**src/rtl/rst_seq_ctrl.sv**
```systemverilog
// rst_seq_ctrl: reset/lock sequencer for a chain of cascaded clock managers.
// Each manager is brought up in turn: its reset is pulsed, then the
// sequencer waits for its synchronised lock, retrying on timeout and
// giving up in FAULT after MAX_RETRY attempts. Once every manager is
// locked, the downstream reset domains are released one after another,
// STAGGER cycles apart. Loss of lock restarts bring-up from the lowest
// unlocked manager; a soft reset re-runs only the domain release.
//
// Ports:
//   clk_nodelay   system clock, all logic on the rising edge
//   masterRst     asynchronous active-high reset
//   pll_locked    lock indicators, asynchronous, one per manager
//   soft_rst_req  single-cycle request to re-run the domain release
//   pll_rst       manager resets, active high
//   domain_rst    domain resets, active high, bit 0 released first
//   ready         high while every domain is running
//   fault         high once bring-up has failed (terminal)
//   lock_lost     sticky flag, set by any lock drop after bring-up
//   retry_cnt     attempts used on the current manager
module rst_seq_ctrl #(
  parameter int unsigned NUM_PLL      = 2,
  parameter int unsigned NUM_DOM      = 4,
  parameter int unsigned SYNC_DEPTH   = 3,
  parameter int unsigned PLL_RST_LEN  = 4,
  parameter int unsigned LOCK_TIMEOUT = 4096,
  parameter int unsigned MAX_RETRY    = 3,
  parameter int unsigned STAGGER      = 8
) (
  input  logic               clk_nodelay,
  input  logic               masterRst,
  input  logic [NUM_PLL-1:0] pll_locked,
  input  logic               soft_rst_req,
  output logic [NUM_PLL-1:0] pll_rst,
  output logic [NUM_DOM-1:0] domain_rst,
  output logic               ready,
  output logic               fault,
  output logic               lock_lost,
  output logic [3:0]         retry_cnt
);

  localparam int unsigned KW      = (NUM_PLL > 1) ? $clog2(NUM_PLL) : 1;
  localparam int unsigned REL_LEN = STAGGER * NUM_DOM;
  localparam int unsigned TMAX    = (LOCK_TIMEOUT > REL_LEN) ? LOCK_TIMEOUT : REL_LEN;
  localparam int unsigned TW      = $clog2(TMAX + 1);

  typedef enum logic [2:0] {
    ST_PLL_RST,
    ST_WAIT_LOCK,
    ST_RELEASE,
    ST_RUN,
    ST_FAULT
  } state_e;

  // Flop state and next-state values
  logic [SYNC_DEPTH-1:0][NUM_PLL-1:0] sync_q, sync_d;
  state_e               state_q, state_d;
  logic [KW-1:0]        k_q, k_d;
  logic [TW-1:0]        timer_q, timer_d;
  logic [3:0]           retry_q, retry_d;
  logic [NUM_PLL-1:0]   pll_rst_q, pll_rst_d;
  logic [NUM_DOM-1:0]   domain_rst_q, domain_rst_d;
  logic                 ready_q, ready_d;
  logic                 fault_q, fault_d;
  logic                 lock_lost_q, lock_lost_d;

  // Combinational helpers
  logic [NUM_PLL-1:0]   lk;
  logic [KW-1:0]        lost_idx;
  logic [TW-1:0]        timer_inc;
  logic                 in_service;

  // Synchronised lock vector; every decision below looks only at this
  assign lk = sync_q[SYNC_DEPTH-1];

  // Next-state, counters and registered outputs
  always_comb begin
    sync_d       = {sync_q[SYNC_DEPTH-2:0], pll_locked};
    state_d      = state_q;
    k_d          = k_q;
    timer_d      = timer_q;
    retry_d      = retry_q;
    domain_rst_d = domain_rst_q;
    lock_lost_d  = lock_lost_q;
    pll_rst_d    = '1;
    lost_idx     = '0;

    // Timer saturates so a long stay in one state never wraps it
    timer_inc  = (timer_q == '1) ? timer_q : timer_q + TW'(1);
    in_service = (state_q == ST_RELEASE) || (state_q == ST_RUN);

    // Lowest unlocked manager; scanning downwards leaves the smallest index
    for (int i = NUM_PLL - 1; i >= 0; i--) begin
      if (!lk[i]) lost_idx = KW'(i);
    end

    // Manager resets follow the state held during this cycle, so they
    // trail the state register by one edge
    case (state_q)
      ST_PLL_RST, ST_WAIT_LOCK: begin
        for (int unsigned i = 0; i < NUM_PLL; i++) begin
          if (KW'(i) < k_q)       pll_rst_d[i] = 1'b0;
          else if (KW'(i) == k_q) pll_rst_d[i] = (state_q == ST_PLL_RST);
          else                    pll_rst_d[i] = 1'b1;
        end
      end
      ST_RELEASE, ST_RUN: pll_rst_d = '0;
      default:            pll_rst_d = '1;
    endcase

    if (in_service && (lk != '1)) begin
      // Lock drop overrides any soft reset or release progress
      lock_lost_d  = 1'b1;
      domain_rst_d = '1;
      k_d          = lost_idx;
      retry_d      = '0;
      timer_d      = '0;
      state_d      = ST_PLL_RST;
    end else begin
      case (state_q)
        ST_PLL_RST: begin
          if (timer_q == TW'(PLL_RST_LEN - 1)) begin
            state_d = ST_WAIT_LOCK;
            timer_d = '0;
          end else begin
            timer_d = timer_inc;
          end
        end

        ST_WAIT_LOCK: begin
          // Lock is tested before timeout so a coincident lock still advances
          if (lk[k_q]) begin
            timer_d = '0;
            if (k_q == KW'(NUM_PLL - 1)) begin
              state_d = ST_RELEASE;
            end else begin
              k_d     = k_q + KW'(1);
              retry_d = '0;
              state_d = ST_PLL_RST;
            end
          end else if (timer_q == TW'(LOCK_TIMEOUT - 1)) begin
            retry_d = retry_q + 4'd1;
            timer_d = '0;
            state_d = (retry_d == 4'(MAX_RETRY)) ? ST_FAULT : ST_PLL_RST;
          end else begin
            timer_d = timer_inc;
          end
        end

        ST_RELEASE: begin
          if (soft_rst_req) begin
            timer_d      = '0;
            domain_rst_d = '1;
          end else if (!domain_rst_q[NUM_DOM-1]) begin
            // Last domain came out of reset on the previous edge
            state_d = ST_RUN;
          end else begin
            for (int unsigned j = 0; j < NUM_DOM; j++) begin
              if (timer_q == TW'(STAGGER * (j + 1) - 1)) domain_rst_d[j] = 1'b0;
            end
            timer_d = timer_inc;
          end
        end

        ST_RUN: begin
          if (soft_rst_req) begin
            domain_rst_d = '1;
            timer_d      = '0;
            state_d      = ST_RELEASE;
          end
        end

        ST_FAULT: begin
          domain_rst_d = '1;
        end

        default: begin
          state_d = ST_FAULT;
        end
      endcase
    end

    // Status flags track the state being entered
    ready_d = (state_d == ST_RUN);
    fault_d = (state_d == ST_FAULT);
  end

  // State register; everything resets asynchronously
  always_ff @(posedge clk_nodelay or posedge masterRst) begin
    if (masterRst) begin
      sync_q       <= '0;
      state_q      <= ST_PLL_RST;
      k_q          <= '0;
      timer_q      <= '0;
      retry_q      <= '0;
      pll_rst_q    <= '1;
      domain_rst_q <= '1;
      ready_q      <= 1'b0;
      fault_q      <= 1'b0;
      lock_lost_q  <= 1'b0;
    end else begin
      sync_q       <= sync_d;
      state_q      <= state_d;
      k_q          <= k_d;
      timer_q      <= timer_d;
      retry_q      <= retry_d;
      pll_rst_q    <= pll_rst_d;
      domain_rst_q <= domain_rst_d;
      ready_q      <= ready_d;
      fault_q      <= fault_d;
      lock_lost_q  <= lock_lost_d;
    end
  end

  assign pll_rst    = pll_rst_q;
  assign domain_rst = domain_rst_q;
  assign ready      = ready_q;
  assign fault      = fault_q;
  assign lock_lost  = lock_lost_q;
  assign retry_cnt  = retry_q;

endmodule
```
**config.mk**
```make
export PLATFORM = sky130hd
export DESIGN_NAME = rst_seq_ctrl
export DESIGN_NICKNAME = d
export VERILOG_FILES = /design/src/rtl/rst_seq_ctrl.sv
export SDC_FILE = /design/constraint.sdc
export NUM_CORES = 1
export LEC_CHECK = 0
export BUFFER_PORTS_ARGS = -buffer_cell sky130_fd_sc_hd__buf_2
export CAP_MARGIN = 20
export CORE_MARGIN = 1
export CORE_UTILIZATION = 50
export DETAILED_ROUTE_END_ITERATION = 16
export PLACE_DENSITY = 0.69
export REMOVE_ABC_BUFFERS = 1
export SLEW_MARGIN = 0
export SYNTH_ARGS = -nofsm -noshare
export SYNTH_HDL_FRONTEND = slang
export SYNTH_SLANG_ARGS = --single-unit
```
**constraint.sdc**
```tcl
create_clock -name clk_nodelay -period 2.3 [get_ports clk_nodelay]
set_input_delay 0.69 -clock clk_nodelay [delete_from_list [all_inputs] [get_ports clk_nodelay]]
set_output_delay 0.69 -clock clk_nodelay [all_outputs]
set_load 0.01 [all_outputs]
```
After elaboration in Yosys (flattened, before gate mapping)

Index checks and enable logic that the tools add are counted.

Logic and storage cells: 105
Bits in registers: 36
Input bits: 5
Output and inout port bits: 13

Reductions and logical operators: 17
Order comparisons: 3
Add/subtract/negate cells: 3
Muxes and demuxes: 46
Equality and inequality tests: 21

Operators by type and width:

| cell                    | number |
|---|---|
| $mux W13                | 8 |
| $pmux W13 S4            | 1 |
| $mux W4                 | 9 |
| $eq A13 B5 Y1 const B   | 2 |
| $mux W3                 | 8 |
| $mux W1                 | 16 |
| $pmux W3 S5             | 1 |
| $add A13 B1 Y13 const B | 1 |
| $eq A13 B12 Y1 const B  | 1 |
| $eq A13 B13 Y1 const B  | 1 |
| $eq A13 B2 Y1 const B   | 1 |
| $eq A13 B3 Y1 const B   | 1 |
| $eq A13 B4 Y1 const B   | 1 |
| $ne A4 B2 Y1 const B    | 3 |
| $pmux W4 S3             | 1 |
| $reduce_and A4 Y1       | 3 |
| $eq A3 B2 Y1 const B    | 3 |
| $eq A3 B3 Y1 const B    | 2 |
| $reduce_and A3 Y1       | 2 |
| $reduce_bool A5 Y1      | 1 |
| $add A4 B1 Y4 const B   | 1 |
| $eq A4 B2 Y1 const B    | 1 |
| $ne A4 B3 Y1 const B    | 1 |
| $pmux W2 S2             | 1 |
| other kinds (16)        | 20 |

Depth between registers and ports, before layout

Gate-level depths: netlist (run 1).

Depth after elaboration: 8
Depth in mapped cells: 7
Depth with buffers taken out: 6

Worst setup path before layout (run 1)

No wires, ideal clock.

Kind: reg-to-reg
Start: register timer_q[0]
End: register timer_q[8]
Clock period less this slack: 1.984 ns
Stages on the path, launching flop included: 8
Required time: 2.181 ns
Path buffers: 1
Setup slack: 0.316 ns
Arrival time: 1.865 ns
Setup time: 0.119 ns
Path through: dfrtp_1 -> ha_1 -> or4b_4 -> nor4_4 -> a21oi_2 -> a21oi_4 -> buf_6 -> nor2_2

Longest elaborated chain between the ends: 6
Elaborated cells between the ends (all ways): 12
Classes of those cells: add/sub (1); eq/ne (3); mux (8)

Ends and longest elaborated chain:

| item                                                     | line     | text |
|---|---|---|
| start: declaration                                       | 58       | `logic [TW-1:0] timer_q, timer_d;` |
| start signal: assignment                                 | 204      | `timer_q <= timer_d;` |
| $add A13 B1 Y13 / $eq A13 B13 Y1 (equally long branches) | 88       | `timer_inc = (timer_q == '1) ? timer_q : timer_q + TW'(1);` |
| $mux W13                                                 | 88       |  |
| $mux W13, on equally long branches                       | 153, 140 |  |
| $mux W13, on equally long branches                       | 150, 131 |  |
| $pmux W13 S4 *                                           | 119      | `case (state_q)` |
| $mux W13 *                                               | 110      | `if (in_service && (lk != '1)) begin` |

Every way passes the cells marked *; elsewhere a longest branch is shown, timed or not. The select of a mux whose other input is x is not followed.
A chain may end at the register's enable or synchronous reset.

Worst setup path in the final report (run 1)

Start: register timer_q[0]
End: register timer_q[4]

Same word-level chain as after synthesis.

==> results.cfg, run 1 <==
[worst_setup_path]
crit_fanout = 12
r2r_setup_slack_ns = 0.22
path_class = reg2reg
rr_endpoint = timer_q[4]
required_ns = 2.49
cp-end-kind = register
worstPathArrival_ns = 2.27
rr_startpoint = timer_q[0]
ff2ff_path_depth = 6
critPathLaunchType = register

[final_layout]
diodes = 0
final_nets = 226
area_delta_synth_final_pct = 14.4
drive_above_1_share_pct = 28.8

[sta]
post-route-period-util_pct = 90.6
worstMarginPinSlew_ns = 0.451
fmax_ghz = 0.480
setup_viol = 0
maxSlewViolCount = 0
setup-tns-final_ns = 0
hold_slack_ns = 0.351
skew_ns = 0.00633
layout_min_cycle_time_ns = 2.08
slew_headroom_pct = 69.9
rsz0062_at_grt = no
hold_viol = 0

[die]
start_util_pct = 52.2
ioPinCount = 18
die_w_um = 63.8
core_um2 = 3660
rows = 22
dieArea_um2 = 4070
fp.dieH_um = 63.8

[grt]
overflow = 0
gr-usage-all-layers_pct = 21.0
grt_pass1_vias = 1458
grt_max_degree = 37
grt_pass1_wl_um = 6530
grt_antenna_before_repair = 0

[yosys]
ys.warnings.count = 0
synth_compound_area_share_pct = 14.6
synth_top_area_share_pct = 39.3
synth_mux_area_share_pct = 0.524
async_reset_ff_share_pct = 100
synth_xor_area_share_pct = 5.04
ys_seq_area_share_pct = 47.5
synth.distinct_cells = 47
yosys.area_share.simple_pct = 27.3
synth_edf_count = 0
synth_top_family_by_area = simple AND/OR/NAND/NOR gates
synth_top_area_cell = dfrtp_1
postSynthAreaPerCell_um2 = 9.75
synth_fa_ha_area_share_pct = 1.96
syn-cell-area_um2 = 1910
syn-instance-count = 196
yosys_most_used_dff = dfrtp_1
synthTopCellsByArea = dfrtp_1 (39%), dfstp_2 (8.3%), xor2_1 (4.1%)
ys_ff_latch = 36

[detailed_routing]
viasPerCell = 5.59
dr.pass1.iters = 4
drt-initial-drc-count = 128
drc = 0
ant_nets = 0
routed_wl_um = 3590
wl_per_cell_um = 13.4
vias = 1493

[pwr]
fin_total_pwr_mw = 2.04
p_leak_nw = 0.954
p_per_area_nw_per_um2 = 934
ir_drop_mv = 0.566

[placed_design]
port_buffers = 17
place_congestion = 0.809
hpwl_um = 2610

[clock_network]
cts_buffers = 5
cts_hold_buf = 0
cts_tree = built
cts_buffer_depth = 2
clock_latency_ns = 0.29
cts_resized = 0
cts_sinks = 36
clk_pin_slew_worst_paths_ns = 0.07
cts.root.buffer_cell = clkbuf_8
htreeDepth = 2
postCtsSetupBuffers = 0

[min_path]
min_from = sync_d[3]
hold_path_end = sync_d[5]
hp-class = reg2reg
hold_path_depth = 0

[job]
maxCapViolCount = 0

[run_status]
status = finished clean
power by group:
part | switching (mW) | internal, mW | total, mW
combinational | 0.354 | 0.290 | 0.644
clock | 0.229 | 0.320 | 0.549
sequential | 0.0995 | 0.749 | 0.848
total | 0.682 | 1.36 | 2.04
synth_stat cells, types with 3 or more instances:
master,n
nand2b_1,4
dfstp_2,6
or2_2,4
o21ai_0,4
o21ai_1,7
ha_1,3
inv_1,5
or4_1,3
a21oi_1,14
nand2_1,14
clkbuf_1,5
nor3_1,5
xor2_1,9
nand4_1,7
nor2_2,10
nor2_1,16
nand3_1,9
nand3b_1,3
dfrtp_1,30
cells in the final DEF (no fill, tap or decap), types with 3 or more instances in the layout:
| cell | count |
|---|---|
| dfrtp_1 | 30 |
| buf_2 | 17 |
| nor2_1 | 16 |
| a21oi_1 | 14 |
| nand2_1 | 14 |
| nor2_2 | 10 |
| nand3_1 | 9 |
| xor2_1 | 9 |
| o21ai_1 | 7 |
| nand4_1 | 7 |
| dfstp_2 | 6 |
| nor3_1 | 5 |
| inv_1 | 5 |
| clkbuf_8 | 5 |
| buf_4 | 5 |
| nand2b_1 | 4 |
| or2_2 | 4 |
| o21ai_0 | 4 |
| or4_1 | 3 |
| nand3b_1 | 3 |
| ha_1 | 3 |
routing by layer:
metal,global-route usage [%],vias to the layer above,routed length [um]
met4,7.67,0,34
met5,0,-,0
met3,6.25,4,113
met1,27.6,725,1680
li1,-,738,-
met2,32.6,26,1760
flip-flops by register name (all words and copies together) (netlist names):
signal      count
state_q         3
k_q             1
lk              2
retry_cnt       4
timer_q        13
pll_rst         2
domain_rst      4
sync_d          4
lock_lost       1
fault           1
ready           1
metrics by stage:
stage	cell area (um^2)	cells	setup slack [ns]	util (%)
floorplan	1870	188	0.230	-
global placement	2070	259	0.274	56.7
detailed placement	2070	259	0.233	56.7
CTS	2190	267	0.213	59.7
global route	2190	267	0.0535	59.7
finish	2190	267	0.217	59.7
critical path, stage by stage, from the launching register on:
cell and delay (ns):
dfrtp_1 0.38, ha_1 0.28, nand3_1 0.15, or4_1 0.72
nand4_1 0.18, xor2_1 0.21, nor2_2 0.04
final cells by class:
| class | count | area (um^2) |
|---|---|---|
| clock buffers | 5 | 68.8 |
| clock inverters | 3 | 42.5 |
| fillers | 330 | 1480 |
| inverters | 5 | 18.8 |
| multi-input cells | 147 | 945 |
| flip-flops and latches | 36 | 908 |
| well taps | 48 | 60.1 |
| repair buffers | 23 | 143 |
worst max-delay path by stage:
stage / startpoint / endpoint / slack, ns / cells after the start
finish: timer_q[0] / timer_q[4] / 0.22 / 6
global placement: timer_q[0] / timer_q[4] / 0.27 / 6
floorplan: timer_q[0] / timer_q[7] / 0.23 / 6
detailed placement: timer_q[0] / timer_q[4] / 0.23 / 6
CTS: timer_q[0] / timer_q[4] / 0.21 / 6
global route: timer_q[0] / timer_q[11] / 0.05 / 6
kinds of logic (layout without fill, tap and decap cells):
| group | Yosys count | after routing |
|---|---|---|
| simple gates | 90 | 90 |
| flops | 36 | 36 |
| mux | 1 | 1 |
| buf+inv | 13 | 36 |
| xor+xnor | 11 | 11 |
| compound gates | 42 | 42 |
| fa+ha+maj | 3 | 3 |
Note: power is estimated with default switching activity, not from simulation.
==> inputs of run 2 (changes only) <==
--- a/config.mk
+++ b/config.mk
@@ -12,6 +12,7 @@
 export DETAILED_ROUTE_END_ITERATION = 16
 export PLACE_DENSITY = 0.69
 export REMOVE_ABC_BUFFERS = 1
+export SETUP_SLACK_MARGIN = 0.3
 export SLEW_MARGIN = 0
 export SYNTH_ARGS = -nofsm -noshare
 export SYNTH_HDL_FRONTEND = slang
==> run 2 against run 1 <==
Utilization is 1.0 points higher. Sequential share of layout area is 0.65 points lower. Clock skew barely moved. Critical path depth decreased by 1. Clock power about the same. Cell count rose by 0.37%. Combinational power increased by 5.3%. Via count rose by 2.1%. Largest cell class unchanged.
==> results.cfg, run 2 (synthesis results as in run 1) <==
[final_layout]
drive_above_1_share_pct = 31.8
diodes = 0
largest_reg_flops = 13
area_delta_synth_final_pct = 16.4
final_nets = 227
final_cell_mix = dfrtp_1 (29), buf_2 (17), nor2_1 (16)
layout_commonest_cell = dfrtp_1
final_cells = 268
top_register = timer_q

[pwr]
switching_power_mw = 0.702
internal-power_mw = 1.38
pwr-share-comb_pct = 32.5
clkPwrFrac_pct = 26.5
seqPwrFrac_pct = 41.0
ir_drop_mv = 0.566
p_leak_nw = 0.960
p_per_area_nw_per_um2 = 937
p_sw_share_pct = 33.7

[sta]
setup_ws_ns = 0.355
hold_viol = 0
layout_min_cycle_time_ns = 1.94
slew_headroom_pct = 69.5
setup-tns-final_ns = 0
skew_ns = 0.00660
worstMarginPinSlew_ns = 0.457
post-route-period-util_pct = 84.6
rsz0062_at_grt = no
fmax_ghz = 0.514
setup_viol = 0
maxSlewViolCount = 0

[min_path]
hp-class = reg2reg
min_from = sync_d[3]

[placed_design]
pre_cts_ws_ns = 0.233
place_congestion = 0.809
port_buffers = 17
placed_cells = 259
hpwl_um = 2610

[die]
dieArea_um2 = 4070
rows = 22
die_w_um = 63.8
core_um2 = 3660
start_util_pct = 52.2
ioPinCount = 18
fp.dieH_um = 63.8

[detailed_routing]
wl_per_cell_um = 14.1
ant_nets = 0
routed_wl_um = 3790
drc = 0
viasPerCell = 5.69
drt-initial-drc-count = 147
dr.pass1.iters = 4
vias = 1525

[worst_setup_path]
worstPathArrival_ns = 2.15
crit_fanout = 7
critPathLaunchType = register
rr_startpoint = timer_q[0]
crit_chain = ha_4, nand3_2, or4_4, or3_4, o31ai_2
critPathLaunch = timer_q[0]
path_class = reg2reg
max_stage_delay_ns = 0.55
cp-end-kind = register
required_ns = 2.50
crit_slowest_cell = or4_4

[clock_network]
clock_latency_ns = 0.29
clk_pin_slew_worst_paths_ns = 0.07
cts_buffers = 5
cts_tree = built
htreeDepth = 2
cts_sinks = 36
cts_buffer_depth = 2
cts.root.buffer_cell = clkbuf_8

[grt]
grt_antenna_before_repair = 0
overflow = 0
grt_pass1_vias = 1461
grt_max_degree = 37
grt_pass1_wl_um = 6620
gr-usage-all-layers_pct = 21.2

[run_status]
status = finished clean

[job]
maxCapViolCount = 0
[run 2: changes by cell type in the layout (fill, tap and decap cells not counted), sizes merged]
| cell | delta |
|---|---|
| buf | +1 |
[run 2: final cells by class]
type	instances	area, um^2
repair buffers	24	150
multi-input cells	147	973
flip-flops and latches	36	910
well taps	48	60.1
clock buffers	5	68.8
clock inverters	3	42.5
inverters	5	18.8
fillers	326	1440
[run 2: metrics by stage]
step / hold WS (ns) / utilization [%] / area, um^2 / total power, mW
after global placement: 0.333 / 56.7 / 2070 / 1.49
after CTS: 0.354 / 60.2 / 2200 / 2.09
after floorplan: 0.331 / - / 1870 / 1.29
after global routing: 0.356 / 60.7 / 2220 / 2.22
final: 0.351 / 60.7 / 2220 / 2.08
after detailed placement: 0.337 / 56.7 / 2070 / 1.51
[run 2: layer usage]
| layer | track usage (%) | vias to the layer above | routed length (um) |
|---|---|---|---|
| met4 | 7.10 | 0 | 52 |
| met1 | 28.0 | 743 | 1760 |
| met2 | 33.4 | 32 | 1860 |
| met3 | 6.25 | 7 | 122 |
| met5 | 0 | - | 0 |
| li1 | - | 743 | - |
[run 2: power groups by stage]
| stage | sequential, mW | clock [mW] | combinational, mW |
|---|---|---|---|
| 2_1_floorplan | 0.862 | 0 | 0.433 |
| 6_report | 0.854 | 0.551 | 0.678 |
| 3_5_place_dp | 0.860 | 0 | 0.648 |
| 4_1_cts | 0.857 | 0.567 | 0.664 |
| 3_3_place_gp | 0.854 | 0 | 0.637 |
| 5_1_grt | 0.870 | 0.590 | 0.759 |
[run 2: final timing paths]
check | endpoint | slack (ns) | cells after the start
setup / recovery | retry_cnt[3] | 0.36 | 5
hold reg to reg | sync_d[5] | 0.35 | 0
max in group asynchronous | timer_q[9] | 1.46 | 3
setup reg to reg | retry_cnt[3] | 0.36 | 5
hold / removal | sync_d[5] | 0.35 | 0
min in group asynchronous | sync_d[3] | 0.48 | 3
[run 2: critical path: cells and delay by family, from the launching register on]
| family | cells | cell delay [ns] |
|---|---|---|
| adders and majority gates | 1 | 0.19 |
| AOI/OAI and AO/OA | 1 | 0.21 |
| DFF | 1 | 0.41 |
| and+or+nand+nor | 3 | 1.04 |
[run 2: repair_timing]
item | in CTS | in global routing
hold buffers | 0 | 0
endpoints found under the setup margin | 13 | 16
gates resized for setup | 3 | 4
setup buffers | 0 | 1
cloned | 0 | 0
pin swaps | 0 | 1
